### src/rtl/pcpi_dispatch_if.sv
// Signal bundle between the CPU's PCPI port, the dispatcher and the two coprocessor slots.
// The slave modport is the dispatcher's view; master is the surrounding core/slot side.
interface pcpi_dispatch_if;
    logic        pcpi_valid;
    logic [31:0] pcpi_insn;
    logic [31:0] pcpi_rs1;
    logic [31:0] pcpi_rs2;
    logic        pcpi_wr;
    logic [31:0] pcpi_rd;
    logic        pcpi_wait;
    logic        pcpi_ready;
    logic        pcpi_timeout;

    logic        cp_valid;
    logic [31:0] cp_insn;
    logic [31:0] cp_rs1;
    logic [31:0] cp_rs2;

    logic        cp0_wr;
    logic [31:0] cp0_rd;
    logic        cp0_wait;
    logic        cp0_ready;
    logic        cp1_wr;
    logic [31:0] cp1_rd;
    logic        cp1_wait;
    logic        cp1_ready;

    modport slave (
        input  pcpi_valid, pcpi_insn, pcpi_rs1, pcpi_rs2,
        output pcpi_wr, pcpi_rd, pcpi_wait, pcpi_ready, pcpi_timeout,
        output cp_valid, cp_insn, cp_rs1, cp_rs2,
        input  cp0_wr, cp0_rd, cp0_wait, cp0_ready,
        input  cp1_wr, cp1_rd, cp1_wait, cp1_ready
    );

    modport master (
        output pcpi_valid, pcpi_insn, pcpi_rs1, pcpi_rs2,
        input  pcpi_wr, pcpi_rd, pcpi_wait, pcpi_ready, pcpi_timeout,
        input  cp_valid, cp_insn, cp_rs1, cp_rs2,
        output cp0_wr, cp0_rd, cp0_wait, cp0_ready,
        output cp1_wr, cp1_rd, cp1_wait, cp1_ready
    );
endinterface

### src/rtl/pcpi_dispatch.sv
// Routes one PCPI request at a time to a multiplier (slot 0) or divider (slot 1),
// returns the winning result to the CPU and times out when no slot claims the instruction.
module pcpi_dispatch #(
    parameter int unsigned TIMEOUT_CYCLES = 16,
    parameter bit          SLOT1_EN       = 1'b1
) (
    input  logic           clk,
    input  logic           reset,
    pcpi_dispatch_if.slave bus
);
    localparam int unsigned      CNT_W    = $clog2(TIMEOUT_CYCLES) + 1;
    localparam logic [CNT_W-1:0] CNT_LAST = CNT_W'(TIMEOUT_CYCLES - 1);
    localparam logic [CNT_W-1:0] CNT_MAX  = '1;

    typedef enum logic [1:0] {
        IDLE  = 2'd0,
        ISSUE = 2'd1,
        DONE  = 2'd2,
        DRAIN = 2'd3
    } state_e;

    state_e           state_q, state_d;
    logic [CNT_W-1:0] cnt_q, cnt_d;
    logic [31:0]      insn_q, insn_d;
    logic [31:0]      rs1_q, rs1_d;
    logic [31:0]      rs2_q, rs2_d;
    logic [31:0]      rd_q, rd_d;
    logic             wr_q, wr_d;
    logic             ready_q, ready_d;
    logic             timeout_q, timeout_d;

    logic             s1_ready;
    logic             s1_wr;
    logic [31:0]      s1_rd;
    logic             any_wait;

    function automatic logic [CNT_W-1:0] sat_inc(input logic [CNT_W-1:0] v);
        return (v == CNT_MAX) ? v : v + CNT_W'(1);
    endfunction

    // A disabled slot 1 looks permanently silent.
    assign s1_ready = SLOT1_EN & bus.cp1_ready;
    assign s1_wr    = SLOT1_EN & bus.cp1_wr;
    assign s1_rd    = SLOT1_EN ? bus.cp1_rd : 32'd0;
    assign any_wait = bus.cp0_wait | (SLOT1_EN & bus.cp1_wait);

    always_comb begin
        state_d   = state_q;
        cnt_d     = cnt_q;
        insn_d    = insn_q;
        rs1_d     = rs1_q;
        rs2_d     = rs2_q;
        rd_d      = rd_q;
        wr_d      = 1'b0;
        ready_d   = 1'b0;
        timeout_d = 1'b0;

        case (state_q)
            IDLE: begin
                if (bus.pcpi_valid) begin
                    insn_d  = bus.pcpi_insn;
                    rs1_d   = bus.pcpi_rs1;
                    rs2_d   = bus.pcpi_rs2;
                    cnt_d   = '0;
                    state_d = ISSUE;
                end
            end
            ISSUE: begin
                // Abort wins over everything; then slot 0, slot 1, and timeout last.
                if (!bus.pcpi_valid) begin
                    state_d = IDLE;
                end else if (bus.cp0_ready) begin
                    wr_d    = bus.cp0_wr;
                    rd_d    = bus.cp0_rd;
                    ready_d = 1'b1;
                    state_d = DONE;
                end else if (s1_ready) begin
                    wr_d    = s1_wr;
                    rd_d    = s1_rd;
                    ready_d = 1'b1;
                    state_d = DONE;
                end else if (!any_wait && (cnt_q == CNT_LAST)) begin
                    timeout_d = 1'b1;
                    state_d   = DRAIN;
                end else begin
                    cnt_d = any_wait ? '0 : sat_inc(cnt_q);
                end
            end
            DONE: begin
                state_d = DRAIN;
            end
            DRAIN: begin
                // Holding here until valid drops keeps a lingering request from re-issuing.
                if (!bus.pcpi_valid) begin
                    state_d = IDLE;
                end
            end
            default: begin
                state_d = IDLE;
            end
        endcase
    end

    always_ff @(posedge clk or posedge reset) begin
        if (reset) begin
            state_q   <= IDLE;
            cnt_q     <= '0;
            insn_q    <= '0;
            rs1_q     <= '0;
            rs2_q     <= '0;
            rd_q      <= '0;
            wr_q      <= 1'b0;
            ready_q   <= 1'b0;
            timeout_q <= 1'b0;
        end else begin
            state_q   <= state_d;
            cnt_q     <= cnt_d;
            insn_q    <= insn_d;
            rs1_q     <= rs1_d;
            rs2_q     <= rs2_d;
            rd_q      <= rd_d;
            wr_q      <= wr_d;
            ready_q   <= ready_d;
            timeout_q <= timeout_d;
        end
    end

    assign bus.cp_valid     = (state_q == ISSUE);
    assign bus.cp_insn      = insn_q;
    assign bus.cp_rs1       = rs1_q;
    assign bus.cp_rs2       = rs2_q;
    assign bus.pcpi_wait    = (state_q == ISSUE) || (state_q == DONE);
    assign bus.pcpi_ready   = ready_q;
    assign bus.pcpi_wr      = wr_q;
    assign bus.pcpi_rd      = rd_q;
    assign bus.pcpi_timeout = timeout_q;
endmodule
### src/flat_wrapper.sv
// flat-port wrapper written by rule: the top's interface ports become plain ports
module pcpi_dispatch_flat 
#(
    parameter int unsigned TIMEOUT_CYCLES = 16,
    parameter bit          SLOT1_EN       = 1'b1
)
  (clk, reset, bus_pcpi_valid, bus_pcpi_insn, bus_pcpi_rs1, bus_pcpi_rs2, bus_pcpi_wr, bus_pcpi_rd, bus_pcpi_wait, bus_pcpi_ready, bus_pcpi_timeout, bus_cp_valid, bus_cp_insn, bus_cp_rs1, bus_cp_rs2, bus_cp0_wr, bus_cp0_rd, bus_cp0_wait, bus_cp0_ready, bus_cp1_wr, bus_cp1_rd, bus_cp1_wait, bus_cp1_ready);
  pcpi_dispatch_if bus_i ();
  input  logic clk;
  input  logic reset;
  input wire logic [$bits(bus_i.pcpi_valid)-1:0] bus_pcpi_valid;
  input wire logic [$bits(bus_i.pcpi_insn)-1:0] bus_pcpi_insn;
  input wire logic [$bits(bus_i.pcpi_rs1)-1:0] bus_pcpi_rs1;
  input wire logic [$bits(bus_i.pcpi_rs2)-1:0] bus_pcpi_rs2;
  output wire logic [$bits(bus_i.pcpi_wr)-1:0] bus_pcpi_wr;
  output wire logic [$bits(bus_i.pcpi_rd)-1:0] bus_pcpi_rd;
  output wire logic [$bits(bus_i.pcpi_wait)-1:0] bus_pcpi_wait;
  output wire logic [$bits(bus_i.pcpi_ready)-1:0] bus_pcpi_ready;
  output wire logic [$bits(bus_i.pcpi_timeout)-1:0] bus_pcpi_timeout;
  output wire logic [$bits(bus_i.cp_valid)-1:0] bus_cp_valid;
  output wire logic [$bits(bus_i.cp_insn)-1:0] bus_cp_insn;
  output wire logic [$bits(bus_i.cp_rs1)-1:0] bus_cp_rs1;
  output wire logic [$bits(bus_i.cp_rs2)-1:0] bus_cp_rs2;
  input wire logic [$bits(bus_i.cp0_wr)-1:0] bus_cp0_wr;
  input wire logic [$bits(bus_i.cp0_rd)-1:0] bus_cp0_rd;
  input wire logic [$bits(bus_i.cp0_wait)-1:0] bus_cp0_wait;
  input wire logic [$bits(bus_i.cp0_ready)-1:0] bus_cp0_ready;
  input wire logic [$bits(bus_i.cp1_wr)-1:0] bus_cp1_wr;
  input wire logic [$bits(bus_i.cp1_rd)-1:0] bus_cp1_rd;
  input wire logic [$bits(bus_i.cp1_wait)-1:0] bus_cp1_wait;
  input wire logic [$bits(bus_i.cp1_ready)-1:0] bus_cp1_ready;
  assign bus_i.pcpi_valid = bus_pcpi_valid;
  assign bus_i.pcpi_insn = bus_pcpi_insn;
  assign bus_i.pcpi_rs1 = bus_pcpi_rs1;
  assign bus_i.pcpi_rs2 = bus_pcpi_rs2;
  assign bus_pcpi_wr = bus_i.pcpi_wr;
  assign bus_pcpi_rd = bus_i.pcpi_rd;
  assign bus_pcpi_wait = bus_i.pcpi_wait;
  assign bus_pcpi_ready = bus_i.pcpi_ready;
  assign bus_pcpi_timeout = bus_i.pcpi_timeout;
  assign bus_cp_valid = bus_i.cp_valid;
  assign bus_cp_insn = bus_i.cp_insn;
  assign bus_cp_rs1 = bus_i.cp_rs1;
  assign bus_cp_rs2 = bus_i.cp_rs2;
  assign bus_i.cp0_wr = bus_cp0_wr;
  assign bus_i.cp0_rd = bus_cp0_rd;
  assign bus_i.cp0_wait = bus_cp0_wait;
  assign bus_i.cp0_ready = bus_cp0_ready;
  assign bus_i.cp1_wr = bus_cp1_wr;
  assign bus_i.cp1_rd = bus_cp1_rd;
  assign bus_i.cp1_wait = bus_cp1_wait;
  assign bus_i.cp1_ready = bus_cp1_ready;
  pcpi_dispatch #(.TIMEOUT_CYCLES(TIMEOUT_CYCLES), .SLOT1_EN(SLOT1_EN)) u_core (.clk(clk), .reset(reset), .bus(bus_i));
endmodule
### config.mk
export PLATFORM = sky130hd
export DESIGN_NAME = pcpi_dispatch_flat
export DESIGN_NICKNAME = d
export VERILOG_FILES = /design/src/rtl/pcpi_dispatch_if.sv /design/src/rtl/pcpi_dispatch.sv /design/src/flat_wrapper.sv
export SDC_FILE = /design/constraint.sdc
export NUM_CORES = 1
export LEC_CHECK = 0
export BUFFER_PORTS_ARGS = -buffer_cell sky130_fd_sc_hd__buf_4
export CAP_MARGIN = 40
export CORE_MARGIN = 2
export CORE_UTILIZATION = 41
export CTS_CLUSTER_DIAMETER = 80
export CTS_CLUSTER_SIZE = 30
export DETAILED_ROUTE_END_ITERATION = 6
export GPL_TIMING_DRIVEN = 0
export PLACE_DENSITY = 0.72
export SETUP_SLACK_MARGIN = 0.3
export SYNTH_ARGS = -nofsm -noshare
export SYNTH_HDL_FRONTEND = slang
export SYNTH_SLANG_ARGS = --single-unit
### constraint.sdc
create_clock -name clk -period 4.25 [get_ports clk]
set_input_delay 0.85 -clock clk [delete_from_list [all_inputs] [get_ports clk]]
set_output_delay 0.85 -clock clk [all_outputs]
set_load 0.01 [all_outputs]
==> metrics.csv <==
metric;value;unit
status;complete, no violations;
clock.fmax;422;MHz
antenna_found_initial;0;
clock-sinks;138;
rsz0062_at_grt;false;
syn_avg_cell_area;14.5;um^2
path_cells;inv_1 -> ha_1 -> buf_4;
timing.hold.ws;0.484;ns
worst_slew_pin_slew;0.828;ns
finClkSkew;0.00572;ns
h-tree-depth;4;
dr.pass1.iters;4;
fp.dieW;123;um
final_max_slew_viol_count;0;
endpoint_kind;output port;
worst_ep_arrival_time;1.52;ns
wl_met3;1520;um
num_antenna_cells;0;
finalCritPeriodShare;0.558;
post_cts_buffers;0;
critical_path.max_stage_delay;0.40;ns
post-dp-hpwl;12800;um
yosysWarnings;0;
synthCells;403;
grt_max_degree;40;
synth_ff_type;dfrtp_1;
comb_power_share;0.421;
grt_pass1_wl;24300;um
final_layout_size_suffix_gt1_frac;0.618;
async_flop_share;1.00;
path_buf_inv;2;
path_max_fanout;7;
die_h;123;um
start_util;0.421;
critPathRequiredTime;3.40;ns
cts.path.max_buffers;2;
slowest_stage;dfrtp_1;
fin_crit;2.37;ns
row_count;43;
overflow;0;
power_density;734;nW/um^2
maxCapViolCount;0;
core;13900;um^2
synth_edf_count;0;
ys_types;31;
hp-class;flip-flop to flip-flop;
switching_share;0.313;
crit_type;flip-flop to output port;
ys_ff_latch;138;
routed.top_layer;met4;
clkPwrFrac;0.230;
ios;302;
wire_per_inst;17.7;um
vias;4433;
final_cell_mix;buf_4 (301), dfrtp_1 (138), mux2_2 (56), mux2_4 (40), mux2i_1 (36);
clockRootBuffer;clkbuf_16;
clkTransAtPathRegs;0.06;ns
slew_headroom;0.447;
met2WireLength;8240;um
final_antenna_net_count;0;
setup_viol;0;
intPower;0.00455;W
final_common_cell;buf_4;
place_congestion;0.882;
io_buffers;299;
hold_buffers;0;
grt_usage;0.213;
nets;900;
ys_seq_area_frac;0.591;
syn_to_final_growth;54.0;%
cp-start-kind;flip-flop;
peakVddDrop;0.000342;V
clk_latency;0.41;ns
wl;16200;um
syn-cell-area;5850;um^2
critical-path-top-delay-family;flip-flops;
tns;0;ns
switching_power;0.00207;W
vias_per_cell;4.84;
final-hold-violation-count;0;
syn_nets;579;
p_leak;4.63;nW
first_global_vias;4610;
cts_tree;built;
seqPwrFrac;0.349;
cts_resized;0;
wl_met1;5830;um
drcViolationCount;0;
drt-initial-drc-count;237;
cts_made_buffers;17;
die_area;15200;um^2
[cell type report]
class / instances / area (um^2)
Clock buffer: 21 / 480
Timing Repair Buffer: 302 / 2300
Fill cell: 1065 / 4880
Clock inverter: 10 / 141
Inverter: 7 / 30.0
Buffer: 22 / 169
Sequential cell: 138 / 3450
Multi-Input combinational cell: 236 / 2200
Tap cell: 180 / 225
[tightest hold or removal path, cell delays in order (launching register included)]
cell and delay, ns:
dfrtp_1 0.34, nand2_1 0.05, o21ai_1 0.06
[worst paths after layout]
kind                                              startpoint                                 end  slack [ns]  depth (start not counted)
setup / recovery                                   flip-flop                        bus_cp_valid        1.88                          3
hold / removal             u_core.bus.pcpi_rd[5]$_DFFE_PP0P_   u_core.bus.pcpi_rd[5]$_DFFE_PP0P_        0.48                          2
setup reg to reg                 u_core.cnt_q[0]$_DFFE_PP0P_         u_core.cnt_q[2]$_DFFE_PP0P_        2.28                          6
hold reg to reg            u_core.bus.pcpi_rd[5]$_DFFE_PP0P_   u_core.bus.pcpi_rd[5]$_DFFE_PP0P_        0.48                          2
max in group asynchronous                              reset  u_core.bus.cp_insn[14]$_DFFE_PP0P_        2.75                          4
min in group asynchronous                              reset   u_core.bus.cp_rs1[25]$_DFFE_PP0P_        0.59                          2
[cell families (layout without fill, tap and decap cells)]
kind of cell | after synthesis | in the layout | synth area share
DFF | 138 | 138 | 0.591
muxes | 132 | 132 | 0.272
and+or+nand+nor | 51 | 51 | 0.0447
AOI/OAI and AO/OA | 46 | 46 | 0.0441
buffers and inverters | 29 | 362 | 0.0334
adders and majority gates | 7 | 7 | 0.0150
[state kept, by name (all words and copies together), names as in the netlist, named ones only]
signal / flops
u_core.bus.pcpi_timeout: 1
u_core.cnt_q: 5
u_core.bus.pcpi_wr: 1
u_core.bus.pcpi_rd: 32
u_core.state_q: 1
u_core.bus.cp_rs2: 32
u_core.bus.cp_insn: 32
u_core.bus.cp_rs1: 32
u_core.bus.pcpi_ready: 1
[metrics by stage]
stage | power (W) | std cells | util | setup WS (ns) | cell area [um^2]
2_1_floorplan | 0.00368 | 403 | - | 1.68 | 5850
3_3_place_gp | 0.00503 | 882 | 0.599 | 0.869 | 8320
3_5_place_dp | 0.00512 | 885 | 0.604 | 2.23 | 8380
4_1_cts | 0.00667 | 916 | 0.649 | 1.87 | 9000
5_1_grt | 0.00699 | 916 | 0.649 | 1.79 | 9000
6_report | 0.00661 | 916 | 0.649 | 1.88 | 9000
[power by group through the flow]
stage	clock network [W]	logic, W	registers (W)
global route	0.00161	0.00300	0.00238
floorplan	0	0.00111	0.00257
global placement	0	0.00275	0.00228
CTS	0.00155	0.00282	0.00231
detailed placement	0	0.00281	0.00232
finish	0.00152	0.00278	0.00231
[per-layer routing]
| metal | vias to the layer above | track usage |
|---|---|---|
| li1 | 2067 | - |
| met1 | 2088 | 0.228 |
| met2 | 242 | 0.373 |
| met3 | 36 | 0.0715 |
| met4 | 0 | 0.110 |
| met5 | - | 0 |
[synthesized netlist by cell type, types with 2 or more instances]
master | number | area, um^2
a31oi_1 | 4 | 25.0
and3_1 | 2 | 12.5
buf_2 | 9 | 45.0
buf_4 | 2 | 15.0
buf_6 | 9 | 101
clkbuf_1 | 2 | 7.51
dfrtp_1 | 138 | 3450
ha_1 | 7 | 87.6
inv_1 | 7 | 26.3
mux2_2 | 56 | 631
mux2_4 | 40 | 601
mux2i_1 | 36 | 360
nand2_1 | 35 | 131
nand3_1 | 2 | 10.0
nor2_1 | 3 | 11.3
nor3b_1 | 2 | 15.0
o21ai_0 | 3 | 15.0
o21ai_1 | 33 | 165
Power figures use the tool's default switching activity.
